$ cat src/rtl/mem_slave.sv
// mem_slave: single-port memory slave with LATENCY wait states on the req/ready bus.
// Define MEM_WPROT_EN to reject writes below ROM_TOP (err pulses with mem_ready).
module mem_slave #(
    parameter int DATA_W = 8,
    parameter int ADDR_W = 8,
    parameter int LATENCY = 0,
    parameter logic [ADDR_W-1:0] ROM_TOP = 'h10
) (
    input  logic              clk,
    input  logic              rst,
    input  logic              mem_req,
    input  logic              we,
    input  logic [ADDR_W-1:0] addr,
    input  logic [DATA_W-1:0] wdata,
    output logic [DATA_W-1:0] rdata,
    output logic              mem_ready,
    output logic              err
);
    typedef enum logic [1:0] {IDLE, WAIT, DONE} state_t;

    state_t            state, nxt;
    logic [3:0]        cnt, cnt_d;
    logic [ADDR_W-1:0] addr_q, cur_addr;
    logic              we_q, cur_we;
    logic [DATA_W-1:0] wdata_q, cur_wdata;
    logic              fire, prot, wr_en;
    logic [DATA_W-1:0] mem [2**ADDR_W];

    always_comb begin
        nxt = state;
        cnt_d = cnt;
        case (state)
            IDLE: if (mem_req) begin
                cnt_d = 4'(LATENCY);
                nxt = LATENCY > 0 ? WAIT : DONE;
            end
            WAIT: begin
                cnt_d = cnt - 4'd1;
                nxt = cnt == 4'd1 ? DONE : WAIT;
            end
            DONE: nxt = IDLE;
            default: nxt = IDLE;
        endcase
        // With zero latency DONE is entered from IDLE, before the captured copies exist
        cur_addr = state == IDLE ? addr : addr_q;
        cur_we = state == IDLE ? we : we_q;
        cur_wdata = state == IDLE ? wdata : wdata_q;
        fire = nxt == DONE && state != DONE;
    end

`ifdef MEM_WPROT_EN
    assign prot = cur_addr < ROM_TOP;
    assign err = state == DONE && we_q && addr_q < ROM_TOP;
`else
    logic unused_rom;
    assign unused_rom = ^ROM_TOP;
    assign prot = 1'b0;
    assign err = 1'b0;
`endif

    assign wr_en = fire && cur_we && !prot;
    assign mem_ready = state == DONE;

    always_ff @(posedge clk) begin
        if (rst) begin
            state <= IDLE;
            cnt <= 4'd0;
            rdata <= '0;
            addr_q <= '0;
            we_q <= 1'b0;
            wdata_q <= '0;
        end else begin
            state <= nxt;
            cnt <= cnt_d;
            if (state == IDLE && mem_req) begin
                addr_q <= addr;
                we_q <= we;
                wdata_q <= wdata;
            end
            if (fire && !cur_we) rdata <= mem[cur_addr];
        end
    end

    always_ff @(posedge clk) begin
        if (!rst && wr_en) mem[cur_addr] <= cur_wdata;
    end
endmodule

$ cat config.mk
export PLATFORM = sky130hd
export DESIGN_NAME = mem_slave
export DESIGN_NICKNAME = d
export VERILOG_FILES = /design/src/rtl/mem_slave.sv
export SDC_FILE = /design/constraint.sdc
export NUM_CORES = 2
export LEC_CHECK = 0
export BUFFER_PORTS_ARGS = -buffer_cell sky130_fd_sc_hd__buf_4
export CORE_MARGIN = 1
export CORE_UTILIZATION = 35
export CTS_CLUSTER_DIAMETER = 100
export CTS_CLUSTER_SIZE = 14
export DETAILED_ROUTE_END_ITERATION = 16
export PLACE_DENSITY_LB_ADDON = 0.12
export SYNTH_ARGS = -nofsm -noshare
export SYNTH_HDL_FRONTEND = slang
export SYNTH_SLANG_ARGS = --single-unit
export TNS_END_PERCENT = 30
$ cat constraint.sdc
create_clock -name clk -period 14.84 [get_ports clk]
set_clock_uncertainty 0.1 [all_clocks]
set_input_delay 0 -clock clk [delete_from_list [all_inputs] [get_ports clk]]
set_output_delay 0 -clock clk [all_outputs]
set_load 0.03 [all_outputs]
### Word-level counts from Yosys, hierarchy flattened

Memories as Yosys holds them, arrays and structs flattened. A register that Yosys moved wholly into a read port is not among the register bits.
Index checks and enable logic that the tools add are counted.

* RAM bits: 2048
* memories kept: 1
* flip-flop bits (word level): 23

* reductions and logical operators: 10
* multiplexer cells: 10
* equal/unequal tests: 6
* add/sub/neg operators: 1

Memory list
* mem: depth 256, width 8, read ports 1, clocked after memory_dff 1, write ports 1, RTL line 27 `logic [DATA_W-1:0] mem [2**ADDR_W];`

Operators by type and width (count)
* $mux W8: 2
* $pmux W4 S2: 1
* $logic_and A1 B1 Y1: 5
* $eq A2 B2 Y1 const B: 2
* $eq A4 B1 Y1 const B: 1
* $mux W2: 2
* $mux W4: 1
* $ne A2 B2 Y1 const B: 2
* $pmux W2 S2: 1
* $sub A4 B1 Y4 const B: 1
* $mux W1: 3
* $eq A2 B1 Y1 const B: 1
* $logic_not A1 Y1: 2
* $logic_not A2 Y1: 1
* $reduce_and A2 Y1: 1
* $reduce_bool A2 Y1: 1

### Depth between registers and ports, before layout

* depth after elaboration: 9
* mapped depth: 14
* depth with buffers taken out: 9

### Least setup slack after synthesis

No wires, ideal clock.

* path type: register -> register
* start point: register state[1]
* end point: memory mem[0][0] (data pin)
* required time: 13917 ps
* stages on the path, launching flop included: 8
* slack: 9401 ps
* clock period less this slack: 5439 ps
* library setup time: 823 ps
* data arrival time: 4516 ps
* path through: dfxtp_1 buf_2 nor2_4 buf_2 buf_2 clkbuf_1 nand2_1 nand2_1

* longest elaborated chain between the ends: 2

RTL lines
* start: declaration: RTL line 21 `state_t state, nxt;`
* start signal: assignment: RTL line 73 `state <= nxt;`
* $logic_not A2 Y1: RTL line 47 `cur_wdata = state == IDLE ? wdata : wdata_q;`
* $mux W8: RTL line 47
* net cur_wdata[0]: RTL line 25 `logic [DATA_W-1:0] wdata_q, cur_wdata;`
* end: declaration: RTL line 27

The timed path passes the listed nets, and every way through them passes these cells.

### Final worst setup path

* start point: register state[0]
* end point: register rdata[0], read port of mem

* longest elaborated chain between the ends: 5

RTL lines
* $eq A2 B1 Y1 (tied with other cells): RTL line 32 `case (state)`
* $pmux W2 S2: RTL line 32
* $eq A2 B2 Y1: RTL line 48 `fire = nxt == DONE && state != DONE;`
* $logic_and A1 B1 Y1: RTL line 48
* $logic_and A1 B1 Y1: RTL line 80 `if (fire && !cur_we) rdata <= mem[cur_addr];`
* end: declaration: RTL line 15 `output logic [DATA_W-1:0] rdata,`

Parallel ways exist; a longest one is shown, timed or not.
A chain may end at the register's enable or synchronous reset.

==> reports/qor.yml <==
logic_synthesis:
  ys_types: 61
  syn_area_per_cell_um2: 16.7
  muxShareOfSynthArea: 0.000950
  synth-seq-cells: 2079
  synthSimpleGateAreaFrac: 0.0629
  synthCells: 4656
  syn_nets: 4678
  synth_edf_count: 2048
  synth-xor-area-share: 0
  seq_area_frac_synth: 0.800
  yosys.cell_count.top_type: "edfxtp_1"
  synth_flop_cell: "edfxtp_1"
  synthesis.area_mm2: 0.0777
  synth-adder-area-share: 0.000322
  yosys.area.top_type: "edfxtp_1"
  synthTopCellsByArea: "edfxtp_1, a22oi_1, nand3_1"
  async_flop_share: 0
  synth_common_cells: "edfxtp_1, a22oi_1, nand3_1, nor2_1, nand2_1"
  synth_compound_area_frac: 0.114
  yosys_warnings: 0
  synth_top_family_by_area: "compound AO/OA/AOI/OAI gates"
  synth_top_area_share: 0.792
floorplan:
  die_x_um: 473
  initial_core_util: 0.353
  row_count: 172
  die_h_um: 473
  ios: 30
  coreArea_mm2: 0.220
  dieArea_mm2: 0.224
global_route:
  grt_antenna_before_repair: 9
  grt_usage: 0.225
  grt_pass1_vias: 44200
  grt_pass1_wl_um: 357000
  busiest_layer: "met2"
  gr-total-overflow: 0
  met2_usage: 0.346
  grt_use_met3: 0.0352
  grt_use_met1: 0.331
  grt_max_degree: 149
clocking:
  post_cts_resized: 0
  clkLatencyLatePin_ns: 0.82
  clk_pin_slew_ns: 0.07
  cts_tree: "done"
  cts.htree.levels: 4
  clock_path_buffers: 3
  numCtsBuffers: 167
  numClockSinks: 2079
  post-cts-setup-buffers: 0
  cts_root_buf: "clkbuf_16"
sta:
  min_period_ns: 5.93
  finalHoldViolCount: 0
  fin_tns_setup_ns: 0
  fmax_ghz: 0.169
  grt_setup_unrepaired: "false"
  worst_pin_slew_ns: 1.23
  slew_violations: 0
  setup_viol: 0
  slew_headroom: 0.173
  min_period_over_period: 0.400
  setup_slack_ns: 8.91
routing:
  wl_per_cell_um: 33.0
  finalWirelength_um: 255000
  first_iter_violations: 5738
  drc: 0
  firstDrtPassIters: 8
  ant_nets: 0
  routed_via_density: 5.85
  num_vias: 45200
pwr:
  pwr-share-comb: 0.082
  power_leakage_nw: 25.8
  p_per_area_mw_per_mm2: 134
  power_frac_seq: 0.559
  power_frac_clock: 0.359
  p_sw_mw: 2.80
  switching_share: 0.240
  p_int_mw: 8.84
  peakVddDrop_mv: 0.124
placed_design:
  port_buffers: 28
  dp_hpwl_um: 143000
  place.gp.congestion: 0.799
  dp_slack_ns: 8.95
setup_path:
  end_kind: "flip-flop"
  start_kind: "flip-flop"
  crit_arrival_ns: 6.57
  path_class: "flip-flop to flip-flop"
  cp_max_fo: 48
  required_ns: 15.48
layout:
  area_growth_pct: 11.5
  nets: 4716
  drive_gt1_frac: 0.0809
hold_path:
  hold_class: "input pin to flip-flop"
outcome:
  status: "completed"
flow_run:
  maxCapViolations: 0
power by group through the flow:
stage                     logic, mW  registers, mW  clock network, mW
final                         0.951           6.51               4.18
after global routing          0.998           6.51               4.45
after CTS                     0.955           6.51               4.25
after detailed placement      0.938           6.64                  0
after global placement        0.936           6.64                  0
after floorplan               0.477           6.68                  0
what timing repair did:
action                                 4_1_cts  5_1_grt
setup endpoints to repair                    0        0
hold buffers                                71        0
endpoints found under the hold margin      180        0
per-layer routing:
layer	vias to the layer above	part of all wire
met1	24000	0.45
met2	1737	0.46
met3	298	0.066
met4	0	0.025
li1	19200	-
met5	-	0
placed cells by master, fill, tap and decap left out, types with 49 or more instances in the layout:
master and instances:
clkbuf_16 174, edfxtp_1 2048, nand3_1 384, a22oi_1 526, nor2_1 275, dlygate4sd3_1 71
a222oi_1 186, a21oi_1 117, a311oi_1 49, nand4_1 56, buf_4 136, a221oi_1 68
a22o_1 68, nand2_1 250, clkbuf_1 49
registers in the layout, indices dropped and copies added, names as in the netlist:
name     flops
mem       2048
addr_q       8
rdata        8
wdata_q      8
cnt          4
state        2
we_q         1
through the flow:
stage           util  hold WS (ns)  cells  total power [mW]  area (um2)
2_1_floorplan      -       0.00678   4656              7.16       77700
3_3_place_gp   0.369         0.159   7412              7.58       81200
3_5_place_dp   0.369         0.173   7412              7.58       81200
4_1_cts        0.393        0.0597   7718              11.7       86600
5_1_grt        0.393         0.107   7720              12.0       86600
6_report       0.393         0.122   7720              11.6       86600
cell type report:
class                      count  area [um2]
clock buffer                 223        4540
tap                         2958        3700
inverter                       4        15.0
timing repair buffer         219        1970
multi-input combinational   2223       14100
sequential                  2079       62100
clock inverter                12         119
antenna                        2        5.00
fill                       20100      134000
worst paths after layout:
path,startpoint,depth (start not counted),slack (ns),end
worst min register to register,cnt[1]$_SDFFE_PP0P_,2,0.44,cnt[1]$_SDFFE_PP0P_
worst min-delay path,mem_req,5,0.12,cnt[0]$_SDFFE_PP0P_
worst max-delay path,state[0]$_SDFF_PP0_,13,8.91,rdata[0]$_SDFFE_PP0P_
worst max register to register,state[0]$_SDFF_PP0_,13,8.91,rdata[0]$_SDFFE_PP0P_
cell families (layout without fill, tap and decap cells):
logic type               count (synthesis)  after routing
flip-flops                            2079           2079
AO/OA/AOI/OAI                         1135           1135
AND/OR/NAND/NOR                       1078           1078
buffers and inverters                  354            458
multiplexers                             7              7
adder cells (fa/ha/maj)                  2              2
other                                    1              3
worst max-delay path, stage by stage, from the launching register on:
cell and delay [ns]:
dfxtp_1 0.46, or4_1 0.59, o31ai_4 0.08, buf_4 0.65
buf_4 0.53, buf_4 0.53, buf_4 0.63, a22o_1 0.22
a221oi_1 0.08, o22ai_1 0.29, nor3_1 0.14, o32ai_1 0.77
a2111oi_0 0.39, a311oi_1 0.28
Note: power is estimated with default switching activity, not from simulation.
